<file path="src/rtl/gray_pkg.sv">
// Shared Gray-code helpers for the encoder, the decoder and the bench models.
package gray_pkg;

  localparam int GRAY_DEFAULT_WIDTH = 4;

  function automatic logic [31:0] bin2gray_f(input logic [31:0] value);
    return value ^ (value >> 1);
  endfunction

  // Prefix XOR from the MSB down, built by doubling the shift distance.
  function automatic logic [31:0] gray2bin_f(input logic [31:0] value);
    logic [31:0] r_acc;
    r_acc = value;
    r_acc = r_acc ^ (r_acc >> 1);
    r_acc = r_acc ^ (r_acc >> 2);
    r_acc = r_acc ^ (r_acc >> 4);
    r_acc = r_acc ^ (r_acc >> 8);
    r_acc = r_acc ^ (r_acc >> 16);
    return r_acc;
  endfunction

endpackage

</file>
<file path="src/rtl/gray_counter_enc_bin2gray.sv">
// Combinational binary-to-reflected-Gray XOR network.
module bin2gray #(
  parameter int WIDTH = 4
) (
  input  logic [WIDTH-1:0] i_bin,
  output logic [WIDTH-1:0] o_gray
);

  assign o_gray = i_bin ^ (i_bin >> 1);

endmodule

</file>
<file path="src/rtl/gray_counter_enc.sv">
// Up/down counter presenting its count in binary and registered Gray code,
// with terminal-count flag and a pulse marking each Gray change.
module gray_counter_enc
  import gray_pkg::*;
#(
  parameter int WIDTH = GRAY_DEFAULT_WIDTH,
  parameter bit WRAP  = 1'b1
) (
  input  logic             clk,
  input  logic             rst_n,
  input  logic             en,
  input  logic             up,
  input  logic             load,
  input  logic [WIDTH-1:0] load_bin,
  input  logic             clr,
  output logic [WIDTH-1:0] bin,
  output logic [WIDTH-1:0] gray,
  output logic             tc,
  output logic             step
);

  localparam logic [WIDTH-1:0] MAX = '1;

  logic [WIDTH-1:0] r_bin;
  logic [WIDTH-1:0] r_gray;
  logic             r_tc;
  logic             r_step;

  logic [WIDTH-1:0] w_next;
  logic [WIDTH-1:0] w_gray_next;
  logic             w_active;
  logic             w_tc_next;

  always_comb begin
    w_next   = r_bin;
    w_active = 1'b0;
    if (clr) begin
      w_next   = '0;
      w_active = 1'b1;
    end else if (load) begin
      w_next   = load_bin;
      w_active = 1'b1;
    end else if (en) begin
      w_active = 1'b1;
      if (up) begin
        if ((r_bin == MAX) && !WRAP) w_next = MAX;
        else                         w_next = r_bin + 1'b1;
      end else begin
        if ((r_bin == '0) && !WRAP)  w_next = '0;
        else                         w_next = r_bin - 1'b1;
      end
    end
  end

  // The terminal value depends on the direction sampled this edge, even for clr/load.
  assign w_tc_next = up ? (w_next == MAX) : (w_next == '0);

  bin2gray #(
    .WIDTH (WIDTH)
  ) u_bin2gray (
    .i_bin  (w_next),
    .o_gray (w_gray_next)
  );

  always_ff @(posedge clk or negedge rst_n) begin
    if (!rst_n) begin
      r_bin  <= '0;
      r_gray <= '0;
      r_tc   <= 1'b0;
      r_step <= 1'b0;
    end else begin
      r_bin  <= w_next;
      r_gray <= w_gray_next;
      r_step <= (w_gray_next != r_gray);
      if (w_active) r_tc <= w_tc_next;
    end
  end

  assign bin  = r_bin;
  assign gray = r_gray;
  assign tc   = r_tc;
  assign step = r_step;

endmodule

</file>
<file path="config.mk">
export PLATFORM = sky130hd
export DESIGN_NAME = gray_counter_enc
export DESIGN_NICKNAME = d
export VERILOG_FILES = /design/src/rtl/gray_pkg.sv /design/src/rtl/gray_counter_enc_bin2gray.sv /design/src/rtl/gray_counter_enc.sv
export SDC_FILE = /design/constraint.sdc
export NUM_CORES = 1
export LEC_CHECK = 0
export BUFFER_PORTS_ARGS = -buffer_cell sky130_fd_sc_hd__buf_4
export CORE_MARGIN = 2
export CORE_UTILIZATION = 44
export DETAILED_ROUTE_END_ITERATION = 8
export PLACE_DENSITY = 0.78
export SETUP_SLACK_MARGIN = 0.4
export SLEW_MARGIN = 25
export SYNTH_ARGS = -nofsm -noshare
export SYNTH_HDL_FRONTEND = slang
export SYNTH_SLANG_ARGS = --single-unit
</file>
<file path="constraint.sdc">
create_clock -name clk -period 2.4 [get_ports clk]
set_clock_uncertainty 0.15 [all_clocks]
set_input_delay 0.12 -clock clk [delete_from_list [all_inputs] [get_ports clk]]
set_output_delay 0.12 -clock clk [all_outputs]
set_load 0.005 [all_outputs]
</file>
Yosys cells after proc, flatten, opt, wreduce, memory -nomap -nowiden --
Cells that the tools add are included.
Storage, ports and cells: register bits 10, input port bits 10, output and inout bits 10, latch bits 0, bits in writable memories 0, bits in read-only memories 0, word-level logic and storage cells 18, memories 0
Operators by class: shift-type cells 0, multipliers 0, $add $sub $neg 2, $lt $le $gt $ge 0, equal/unequal tests 2, reductions and logical operators 1, multiplexer cells 8, divide/modulo/power cells 0, bitwise gates (word level) 1
Operators by type and width (number):
- 2-to-1 mux 4 bit | 4
- adder 4 x 1 -> 4 bit, second input constant | 1
- == test 4 bit, second input constant | 1
- logical NOT 4 bit | 1
- 2-to-1 mux 1 bit | 4
- != test 4 bit | 1
- subtractor 4 x 1 -> 4 bit, second input constant | 1
- XOR 4 x 3 -> 4 bit | 1

Depth between registers and ports, before layout --
Gate-level depths: netlist of the first run.
depth after elaboration 7, gate-level depth with buffers 11, gate-level depth less buffers 11

Cells and area by module --
Synthesis of the first run repeated with hierarchy kept, for this count alone.
Second synthesis, totals: cells, all modules 54, area, all modules 598.1 um^2
Modules (own cells, without submodules):
- gray_counter_enc | cells an instance 50, sequential area each 250.2 um^2, area each 564.3 um^2, instances 1
- bin2gray | cells an instance 4, sequential area each 0.0 um^2, area each 33.8 um^2, instances 1

Worst setup path after synthesis of the first run --
OpenSTA, ideal clock, no wires.
path type reg2reg, from register r_bin[1] (netlist: bin[1]), to register r_step (netlist: step), cell stages (with the launch flop) 11, slack -158 ps, path buffers 0, clock period less this slack 2558 ps, library setup time 134 ps, arrival time 2274 ps, data required time 2116 ps, path through dfrtp_1 -> ha_1 -> a21o_1 -> a21oi_1 -> mux2i_1 -> xor2_1 -> o21ai_1 -> ha_1 -> xor2_1 -> a211oi_1 -> nand4_1
Between the ends: word-level cells in the longest chain between the ends 7, elaborated cells on any way between the ends 8, classes of those cells add/sub (2); eq/ne (1); mux (4); bitwise (1)
RTL lines:
- start, declared | line gray_counter_enc.sv:24 | logic [WIDTH-1:0] r_bin;
- start signal, assigned | line gray_counter_enc.sv:72 | r_bin <= w_next;
- subtractor 4 x 1 -> 4 bit or adder 4 x 1 -> 4 bit (tied branches) | line gray_counter_enc.sv:50, gray_counter_enc.sv:47
- 2-to-1 mux 4 bit (*) | line gray_counter_enc.sv:45 | if (up) begin
- 2-to-1 mux 4 bit (*) | line gray_counter_enc.sv:43 | end else if (en) begin
- 2-to-1 mux 4 bit (*) | line gray_counter_enc.sv:40 | end else if (load) begin
- 2-to-1 mux 4 bit (*) | line gray_counter_enc.sv:37 | if (clr) begin
- XOR 4 x 3 -> 4 bit (*) | line gray_counter_enc_bin2gray.sv:9 | assign o_gray = i_bin ^ (i_bin >> 1);
- via u_bin2gray.o_gray[2] | line gray_counter_enc_bin2gray.sv:6 | output logic [WIDTH-1:0] o_gray
- != test 4 bit (*) | line gray_counter_enc.sv:74 | r_step <= (w_gray_next != r_gray);
- end signal, assigned | line gray_counter_enc.sv:74
- end, declared | line gray_counter_enc.sv:27 | logic r_step;
Mark *: on every way through the listed nets, which the timed path passes. The rest lies on a longest branch. A chain may end at the register's enable or synchronous reset.

Worst setup path in the final report of the first run --
from register r_bin[1] (netlist: bin[1]), to register r_tc (netlist: tc)
Between the ends: word-level cells in the longest chain between the ends 7, elaborated cells on any way between the ends 9, classes of those cells add/sub (2); eq/ne (1); mux (5); reduce/logical (1)
RTL lines:
- subtractor 4 x 1 -> 4 bit or adder 4 x 1 -> 4 bit (tied branches) | line gray_counter_enc.sv:50, gray_counter_enc.sv:47
- 2-to-1 mux 4 bit (*) | line gray_counter_enc.sv:45
- 2-to-1 mux 4 bit (*) | line gray_counter_enc.sv:43
- 2-to-1 mux 4 bit (*) | line gray_counter_enc.sv:40
- 2-to-1 mux 4 bit (*) | line gray_counter_enc.sv:37
- via u_bin2gray.i_bin[3] | line gray_counter_enc_bin2gray.sv:5 | input logic [WIDTH-1:0] i_bin,
- == test 4 bit or logical NOT 4 bit (tied branches) | line gray_counter_enc.sv:56 | assign w_tc_next = up ? (w_next == MAX) : (w_next == '0);
- 2-to-1 mux 1 bit (*) | line gray_counter_enc.sv:56
- end signal, assigned | line gray_counter_enc.sv:75 | if (w_active) r_tc <= w_tc_next;
- end, declared | line gray_counter_enc.sv:26 | logic r_tc;
Marked as above.

==> flow_summary_export.csv, run 1 <==
group,metric,value,unit
critical_path,r2r_start,"bin[1]$_DFF_PN0_",
place,io_buffers,19,
critical_path,cp_max_fo,2,
place,dp_hpwl,1.16,mm
outcome,status,"finished, violations left",
cts,clkSlewWorstSetupHoldPaths,60,ps
cells_and_area,nNetsFinal,115,
cts,clk_latency,260,ps
detailed_routing,drc_errors,0,
synthesis,syn_nets,81,
synthesis,syn_inst,64,
power_and_ir_drop,power,522,uW
floorplanning,coreArea,1350,um2
sta,fin_crit,2730,ps
critical_path,cp_data_required_time,2380,ps
synthesis,syn_area,662,um2
detailed_routing,totalWireLength,1.69,mm
cells_and_area,areaGrowthSynthToFinish,47.8,%
detailed_routing,antenna_left,0,
floorplanning,die_h,42.8,um
cts,cts_tree,"yes",
hold_path,holdCritPathClass,"input pin to flip-flop",
hold_path,hold_start,"clr",
place,dp_slack,-169,ps
critical_path,r2r_end,"tc$_DFFE_PN0P_",
global_route,overflow,0,
cells_and_area,final_util,72.5,%
cells_and_area,design_area,978,um2
critical_path,critPathKind,"flip-flop to flip-flop",
cts,cts-root-buf,"clkbuf_4",
floorplanning,chipWidth,42.8,um
global_route,grt_pass1_vias,600,
synthesis,yosysWarnings,0,
job,maxCapViolCount,0,
sta,setup_ws,-333,ps
sta,slew_viol_final,0,
global_route,grt_usage,21.5,%
global_route,grt_pass1_wl,2.89,mm
detailed_routing,drt_iter0_markers,4,
place,postPlaceCellArea,863,um2
synthesis,yosys_register_bits,9,
critical_path,endpoint_kind,"flip-flop",
cts,numClockSinks,9,
hold_path,hold_path_end,"step$_DFF_PN0_",
sta,hold_viol_final,0,
sta,setup_viol,2,
cts,cts_made_buffers,3,
synthesis,yosys.cell_types.count,32,
power_and_ir_drop,p_leak,0.000503,uW
cells_and_area,final-seq-area,225,um2
sta,whs,44.4,ps
place,gp_congestion,0.725,
detailed_routing,firstDrtPassIters,4,
synthesis,ys_seq_area_share,34.0,%
sta,final.period_utilization,114,%
sta,max_freq,366,MHz
detailed_routing,via_per_inst,5.09,
power_and_ir_drop,power.density,534,nW/um2
critical_path,r2r_cells,12,
floorplanning,dieArea,1830,um2
sta,rsz0062_at_grt,"true",
global_route,grt_start_max_net_pins,13,
outcome,violations,"negative setup slack",
critical_path,arrival,2720,ps
floorplanning,num_io_pins,20,
global_route,antenna_found_initial,0,
sta,worstMarginPinSlew,256,ps
sta,slew_headroom,82.8,%
floorplanning,initial_core_util,49.0,%
synthesis,synth.avg_cell_area,10.3,um2
cells_and_area,multiInputGateArea,419,um2
detailed_routing,vias,570,
floorplanning,num_rows,13,
critical_path,r2r_setup_slack,-330,ps
cells_and_area,antenna_cells,0,
cts,htreeDepth,1,
cts,cts_buffer_depth,2,
hold_path,hold_path_depth,3,
critical_path,start_kind,"flip-flop",
cells_and_area,drive_gt1_share,51.5,%
detailed_routing,wl_per_cell,15.1,um
power_and_ir_drop,ir_worst_vdd,401,uV
cells_and_area,fillers,97,
[how the worst max path moves through the flow]
stage | start | end | cells past startpoint
detailed placement | bin[1]$_DFF_PN0_ | step$_DFF_PN0_ | 10
floorplan | bin[1]$_DFF_PN0_ | step$_DFF_PN0_ | 10
global placement | bin[1]$_DFF_PN0_ | step$_DFF_PN0_ | 10
finish | bin[1]$_DFF_PN0_ | tc$_DFFE_PN0P_ | 12
global route | bin[1]$_DFF_PN0_ | tc$_DFFE_PN0P_ | 12
CTS | bin[1]$_DFF_PN0_ | step$_DFF_PN0_ | 10
[layout by cell type (no fill, tap or decap), drive strengths merged, types with 2 or more instances in the layout]
cell type	count
a211oi	2
a21oi	2
buf	32
clkbuf	4
dfrtp	9
ha	6
inv	6
nand2	5
nor2	3
nor2b	3
nor3	2
o21ai	3
xnor2	2
xor2	4
[synth_stat cells]
library cell / instances / area [um2]
nor3_2: 1 / 10.0
a21o_1: 1 / 7.51
ha_1: 6 / 75.1
o21a_1: 1 / 7.51
a211o_1: 1 / 8.76
nor3_1: 1 / 5.00
xor2_1: 4 / 35.0
nand2_1: 4 / 15.0
nor4bb_1: 1 / 10.0
buf_4: 1 / 7.51
nor2_1: 3 / 11.3
o21ai_0: 1 / 5.00
nor2b_1: 3 / 18.8
a21oi_1: 2 / 10.0
buf_6: 1 / 11.3
o21ai_1: 1 / 5.00
clkinv_4: 1 / 8.76
o21ai_2: 1 / 8.76
nand3b_1: 1 / 7.51
o31a_4: 1 / 17.5
xnor2_1: 2 / 17.5
nand2_4: 1 / 11.3
buf_2: 2 / 10.0
inv_1: 6 / 22.5
xnor3_1: 1 / 22.5
mux2_2: 1 / 11.3
a211oi_1: 2 / 15.0
nand3_1: 1 / 5.00
mux2i_1: 1 / 10.0
fa_1: 1 / 20.0
dfrtp_1: 9 / 225
nand4_1: 1 / 6.26
[flip-flops by register name, indices dropped and copies added, names as in the netlist]
register,cells
bin,4
gray,3
step,1
tc,1
[where the power goes]
group,switching [uW],internal [uW]
combinational,94.5,128
clock,49.7,63.9
sequential,14.3,172
[metrics by stage]
step	std cells	TNS (ps)
2_1_floorplan	64	-51.8
5_1_grt	112	-814
3_3_place_gp	102	-87.8
6_report	112	-615
4_1_cts	109	-278
3_5_place_dp	102	-184
[timing repair]
action                     in CTS  in global routing
hold endpoints to repair        9                  0
setup endpoints to repair       4                  5
setup buffers                   2                  3
pin swaps                       5                  5
hold buffers                    1                  0
resized for setup               5                  4
[cell families after synthesis]
group	Yosys count	share of synthesized area, %
compound gates	11	12.9
mux	2	3.21
xor+xnor	7	11.3
flops	9	34.0
simple gates	17	15.1
fa+ha+maj	7	14.4
buf+inv	11	9.07
[worst max-delay path: stages, from the launching register on]
cell and delay [ps]:
dfrtp_1 380, ha_1 300, a21o_1 170, a21oi_2 180, mux2i_2 290, xor2_1 130, buf_4 160, buf_6 100
o21a_1 170, ha_2 180, nand3_2 70, o21ai_2 60, mux2_4 270
[layout make-up]
class / instances / share of cell area (%)
timing repair buffer: 33 / 26.3
sequential: 9 / 23.0
tap: 15 / 1.92
clock buffer: 4 / 2.69
multi-input combinational: 44 / 42.8
inverter: 7 / 3.20
[metal layers]
| metal | GRT usage (%) | up-vias | share of wire (%) | routed length (um) |
|---|---|---|---|---|
| met5 | 0 | - | 0 | 0 |
| met4 | 3.75 | 0 | 0.30 | 5 |
| met3 | 3.83 | 2 | 3.1 | 53 |
| met2 | 38.8 | 15 | 54 | 909 |
| met1 | 26.6 | 274 | 43 | 723 |
| li1 | - | 279 | - | - |
(Power assumes the default switching activity.)
==> inputs of run 2 (changes only) <==
--- a/config.mk
+++ b/config.mk
@@ -9,6 +9,8 @@
 export CORE_MARGIN = 2
 export CORE_UTILIZATION = 44
 export DETAILED_ROUTE_END_ITERATION = 8
+export GPL_TIMING_DRIVEN = 0
+export HOLD_SLACK_MARGIN = 0.05
 export PLACE_DENSITY = 0.78
 export SETUP_SLACK_MARGIN = 0.4
 export SLEW_MARGIN = 25
==> run 2 against run 1 <==
The flow still finishes with violations (negative setup slack). First-iteration DRC count is the same. Clock power shrank 4%. Routed wire length shrank 6.4%. Die area is the same. Flip-flop and latch count is the same. Non-clock buffer count shrank 2.
==> flow_summary_export.csv, run 2 (synthesis gave the netlist of run 1 again) <==
group,metric,value,unit
place,dp_slack,-313,ps
global_route,grt_pass1_wl,2.55,mm
place,place_inst,96,
sta,max_freq,375,MHz
critical_path,cp_max_fo,2,
detailed_routing,antenna_left,0,
cells_and_area,antenna_cells,0,
detailed_routing,firstDrtPassIters,4,
place,io_buffers,17,
critical_path,critical-path-slowest-cell,"dfrtp_1",
detailed_routing,totalWireLength,1.58,mm
floorplanning,coreArea,1350,um2
floorplanning,num_rows,13,
sta,rsz0062_at_grt,"true",
cts,clk_latency,250,ps
power_and_ir_drop,p_leak,0.000498,uW
power_and_ir_drop,ir_worst_vdd,371,uV
sta,setup_viol,2,
global_route,grt_pass1_vias,593,
global_route,grt_start_max_net_pins,11,
floorplanning,chipWidth,42.8,um
cts,cts-root-buf,"clkbuf_4",
cts,htreeDepth,1,
cells_and_area,largest_reg_flops,4,
job,maxCapViolCount,0,
detailed_routing,via_per_inst,5.29,
cts,cts_tree,"yes",
sta,final.period_utilization,111,%
outcome,status,"finished, violations left",
cells_and_area,instances_no_fill,110,
floorplanning,dieArea,1830,um2
outcome,violations,"negative setup slack",
detailed_routing,wl_per_cell,14.4,um
global_route,grtUsageMet1,20.6,%
global_route,overflow,0,
critical_path,cp_data_required_time,2350,ps
cells_and_area,multiInputGateArea,427,um2
critical_path,cpPeakStageDelay,380,ps
cells_and_area,final_util,71.5,%
detailed_routing,drt_iter0_markers,4,
sta,setup_ws,-265,ps
global_route,grt_util_met2,31.2,%
sta,worstMarginPinSlew,338,ps
cells_and_area,areaGrowthSynthToFinish,45.9,%
power_and_ir_drop,power.density,530,nW/um2
critical_path,r2r_end,"step$_DFF_PN0_",
cells_and_area,final-seq-area,225,um2
critical_path,endpoint_kind,"flip-flop",
critical_path,arrival,2620,ps
floorplanning,die_h,42.8,um
cells_and_area,nNetsFinal,113,
critical_path,path_cells,"ha_1 -> a21o_1 -> a21oi_2 -> mux2i_2 -> xor2_1 -> o21ai_1 -> ha_2 -> xor2_1 -> a211oi_1 -> nand4_1",
detailed_routing,vias,582,
cells_and_area,final_cell_mix,"buf_4 (26), dfrtp_1 (9), inv_1 (5)",
sta,tns,-422,ps
global_route,busiest_layer,"met2",
critical_path,r2r_cells,10,
floorplanning,num_io_pins,20,
global_route,grt_usage,19.2,%
place,dp_hpwl,1.08,mm
place,gp_congestion,0.738,
cells_and_area,fillers,97,
cts,cts_made_buffers,3,
sta,slew_headroom,77.3,%
floorplanning,initial_core_util,49.0,%
critical_path,start_kind,"flip-flop",
detailed_routing,drc_errors,0,
cells_and_area,final_common_cell,"buf_4",
cts,cts_buffer_depth,2,
critical_path,critPathKind,"flip-flop to flip-flop",
sta,hold_viol_final,0,
critical_path,r2r_setup_slack,-260,ps
cts,numClockSinks,9,
global_route,antenna_found_initial,0,
critical_path,r2r_start,"bin[1]$_DFF_PN0_",
cts,clkSlewWorstSetupHoldPaths,60,ps
cells_and_area,drive_gt1_share,51.6,%
sta,fin_crit,2660,ps
hold_path,holdCritPathClass,"input pin to async pin",
global_route,gr-usage-met3,5.53,%
sta,whs,72.6,ps
critical_path,path_common_cell,"xor2_1",
sta,slew_viol_final,0,
==> run 2: changes by cell type in the layout (fill, tap and decap cells not counted) <==
cell	delta
xnor2_2	+1
buf_2	+2
buf_4	-4
xnor2_1	-1
==> run 2: report_power, final <==
| part | internal, uW | switching (uW) | total [uW] |
|---|---|---|---|
| clock | 63.6 | 46.2 | 110 |
| sequential | 172 | 16.1 | 188 |
| combinational | 122 | 91.9 | 214 |
==> run 2: timing repair <==
item,4_1_cts,5_1_grt
buffers inserted,7,2
endpoints found under the setup margin,4,6
hold buffers,1,0
pin swaps,12,7
gates resized for setup,4,5
endpoints found under the hold margin,9,0
==> run 2: worst max path at each step <==
stage | start | slack (ps) | end | cells after the start
global route | bin[1]$_DFF_PN0_ | -370 | step$_DFF_PN0_ | 10
global placement | bin[1]$_DFF_PN0_ | -200 | step$_DFF_PN0_ | 10
floorplan | bin[1]$_DFF_PN0_ | -50 | step$_DFF_PN0_ | 10
CTS | bin[1]$_DFF_PN0_ | -270 | step$_DFF_PN0_ | 10
finish | bin[1]$_DFF_PN0_ | -260 | step$_DFF_PN0_ | 10
detailed placement | bin[1]$_DFF_PN0_ | -310 | step$_DFF_PN0_ | 10
==> run 2: per-layer routing <==
| layer | wire length [um] | vias up | share of wire [%] |
|---|---|---|---|
| met3 | 79 | 6 | 5.0 |
| met5 | 0 | - | 0 |
| met2 | 847 | 19 | 54 |
| met4 | 46 | 0 | 2.9 |
| met1 | 610 | 282 | 39 |
| li1 | - | 275 | - |
==> run 2: cell type report <==
cell class,instances,area share (%)
tap,15,1.94
sequential,9,23.3
multi-input combinational,44,44.2
buffer,4,2.98
inverter,7,3.24
timing repair buffer,27,21.6
clock buffer,4,2.72
==> run 2: worst max-delay path, delay by kind of cell (launching register included) <==
kind | cells | cell delay (ps)
muxes | 1 | 290
and+or+nand+nor | 1 | 150
AOI/OAI and AO/OA | 4 | 600
DFF | 1 | 380
xor gates and xnor gates | 2 | 380
adders and majority gates | 2 | 560
==> run 2: through the flow <==
| stage | cell area (um2) | power (uW) |
|---|---|---|
| after floorplan | 671 | 291 |
| after global placement | 817 | 352 |
| after detailed placement | 817 | 362 |
| after CTS | 926 | 503 |
| after global routing | 966 | 552 |
| final | 966 | 512 |
==> inputs of run 3 (changes only) <==
--- a/config.mk
+++ b/config.mk
@@ -6,7 +6,7 @@
 export NUM_CORES = 1
 export LEC_CHECK = 0
 export BUFFER_PORTS_ARGS = -buffer_cell sky130_fd_sc_hd__buf_4
-export CORE_MARGIN = 2
+export CORE_MARGIN = 1
 export CORE_UTILIZATION = 44
 export DETAILED_ROUTE_END_ITERATION = 8
 export GPL_TIMING_DRIVEN = 0
==> run 3 against run 2 <==
The run still ends with negative setup slack left. Final cell count unchanged. Worst hold slack improved by 10 ps. Via count decreased by 4.8%. Final area decreased by 0.78%. Power about the same. Flip-flop and latch count unchanged. Register-to-register slack improved by 70 ps. Critical path depth increased by 1. Largest cell class unchanged.
==> flow_summary_export.csv, run 3 (synthesis gave the netlist of run 1 again) <==
group,metric,value,unit
outcome,status,"finished, violations left",
outcome,violations,"negative setup slack",
floorplanning,chipWidth,40.8,um
power_and_ir_drop,internal_power,358,uW
place,postPlaceCellArea,817,um2
power_and_ir_drop,ir_worst_vdd,363,uV
detailed_routing,firstDrtPassIters,4,
global_route,overflow,0,
place,dp_hpwl,1.03,mm
floorplanning,coreArea,1350,um2
global_route,grt_pass1_wl,2.17,mm
critical_path,cp_data_required_time,2390,ps
detailed_routing,wl_per_cell,14.1,um
sta,slew_headroom,70.6,%
cells_and_area,final_common_cell,"buf_4",
critical_path,r2r_end,"tc$_DFFE_PN0P_",
cells_and_area,areaGrowthSynthToFinish,44.8,%
cts,clkSlewWorstSetupHoldPaths,60,ps
floorplanning,initial_core_util,49.0,%
critical_path,r2r_cells,11,
sta,fin_crit,2600,ps
sta,tns,-393,ps
critical_path,cp_max_fo,4,
detailed_routing,vias,554,
cells_and_area,final_cell_mix,"buf_4 (26), dfrtp_1 (9), inv_1 (6)",
power_and_ir_drop,switching_share,30.1,%
floorplanning,dieArea,1660,um2
sta,rsz0062_at_grt,"true",
place,place_inst,96,
sta,max_freq,385,MHz
hold_path,hold_start,"clr",
sta,setup_viol,2,
global_route,grt_usage,21.1,%
floorplanning,die_h,40.8,um
critical_path,r2r_setup_slack,-200,ps
cells_and_area,largest_reg_flops,4,
sta,worstMarginPinSlew,438,ps
hold_path,holdCritPathClass,"input pin to flip-flop",
cells_and_area,drive_gt1_share,49.5,%
global_route,grt_pass1_vias,491,
power_and_ir_drop,power.density,534,nW/um2
detailed_routing,drc_errors,0,
power_and_ir_drop,sequentialPowerShare,36.4,%
cells_and_area,fillers,104,
detailed_routing,via_per_inst,5.04,
global_route,grt_start_max_net_pins,11,
detailed_routing,totalWireLength,1.55,mm
job,maxCapViolCount,0,
sta,setup_ws,-199,ps
cts,numClockSinks,9,
cells_and_area,design_area,958,um2
cells_and_area,antenna_cells,0,
floorplanning,num_io_pins,20,
cells_and_area,nNetsFinal,113,
critical_path,critPathKind,"flip-flop to flip-flop",
cts,clk_latency,260,ps
cts,cts-root-buf,"clkbuf_4",
cts,cts_tree,"yes",
global_route,antenna_found_initial,0,
critical_path,start_kind,"flip-flop",
cts,cts_buffer_depth,2,
critical_path,endpoint_kind,"flip-flop",
power_and_ir_drop,combPwrFrac,41.3,%
cts,htreeDepth,1,
critical_path,arrival,2590,ps
detailed_routing,drt_iter0_markers,7,
power_and_ir_drop,p_switching,154,uW
cells_and_area,instances_no_fill,110,
sta,hold_viol_final,0,
power_and_ir_drop,p_leak,0.000493,uW
hold_path,hold_path_end,"bin[2]$_DFF_PN0_",
hold_path,hold_path_depth,2,
sta,final.period_utilization,108,%
place,io_buffers,17,
cts,cts_made_buffers,3,
place,gp_congestion,0.754,
critical_path,r2r_start,"bin[1]$_DFF_PN0_",
sta,slew_viol_final,0,
power_and_ir_drop,clkPwrFrac,22.3,%
floorplanning,num_rows,13,
detailed_routing,antenna_left,0,
==> run 3: changes by cell type in the layout (fill, tap and decap cells not counted) <==
cell     change
xnor2_2      -1
xnor2_1      +1
inv_2        -1
inv_1        +1
==> run 3: critical path: stages, from the launching register on <==
cell and delay, ps:
dfrtp_1 420, ha_1 290, a21o_1 170, a21oi_2 160, mux2i_2 280, xor2_1 120
buf_4 150, o21a_1 190, ha_2 180, nand3_2 60, o21ai_2 50, mux2_4 260
==> run 3: cell type report <==
cell class	instances	area (um2)	share of cell area, %
multi-input cells	44	419	43.7
flip-flops and latches	9	225	23.5
repair buffers	27	209	21.8
inverters	7	31.3	3.26
plain buffers	4	28.8	3.00
clock buffers	4	26.3	2.74
well taps	15	18.8	1.96
==> run 3: through the flow <==
stage | utilization (%) | setup WS, ps | hold slack [ps] | power (uW)
floorplan | - | -51.8 | -326 | 291
global placement | 60.5 | -191 | -203 | 351
detailed placement | 60.5 | -255 | -200 | 358
CTS | 67.7 | -224 | 61.7 | 501
global route | 71.0 | -309 | 102 | 545
finish | 71.0 | -199 | 83.1 | 512
==> run 3: power groups by stage <==
stage	logic, uW	registers [uW]	clock network (uW)
floorplan	101	190	0
detailed placement	168	190	0
global placement	162	189	0
finish	212	186	114
CTS	195	186	120
global route	229	188	128
==> run 3: how the worst max path moves through the flow <==
stage / start / endpoint / cells past startpoint
global route: bin[1]$_DFF_PN0_ / step$_DFF_PN0_ / 10
global placement: bin[1]$_DFF_PN0_ / step$_DFF_PN0_ / 10
finish: bin[1]$_DFF_PN0_ / tc$_DFFE_PN0P_ / 11
detailed placement: bin[1]$_DFF_PN0_ / step$_DFF_PN0_ / 10
CTS: bin[1]$_DFF_PN0_ / step$_DFF_PN0_ / 10
floorplan: bin[1]$_DFF_PN0_ / step$_DFF_PN0_ / 10
==> run 3: layer usage <==
| layer | global-route usage (%) | share of wire (%) | vias to the layer above |
|---|---|---|---|
| met3 | 3.80 | 3.2 | 6 |
| met2 | 34.0 | 51 | 12 |
| met1 | 25.9 | 44 | 262 |
| met4 | 12.5 | 2.2 | 0 |
| met5 | 0 | 0 | - |
| li1 | - | - | 274 |
==> run 3: timing repair <==
action,4_1_cts,5_1_grt
pin swaps,3,4
endpoints found under the setup margin,4,4
hold buffers,1,0
hold endpoints to repair,9,0
gates resized for setup,2,5
buffers inserted,6,3
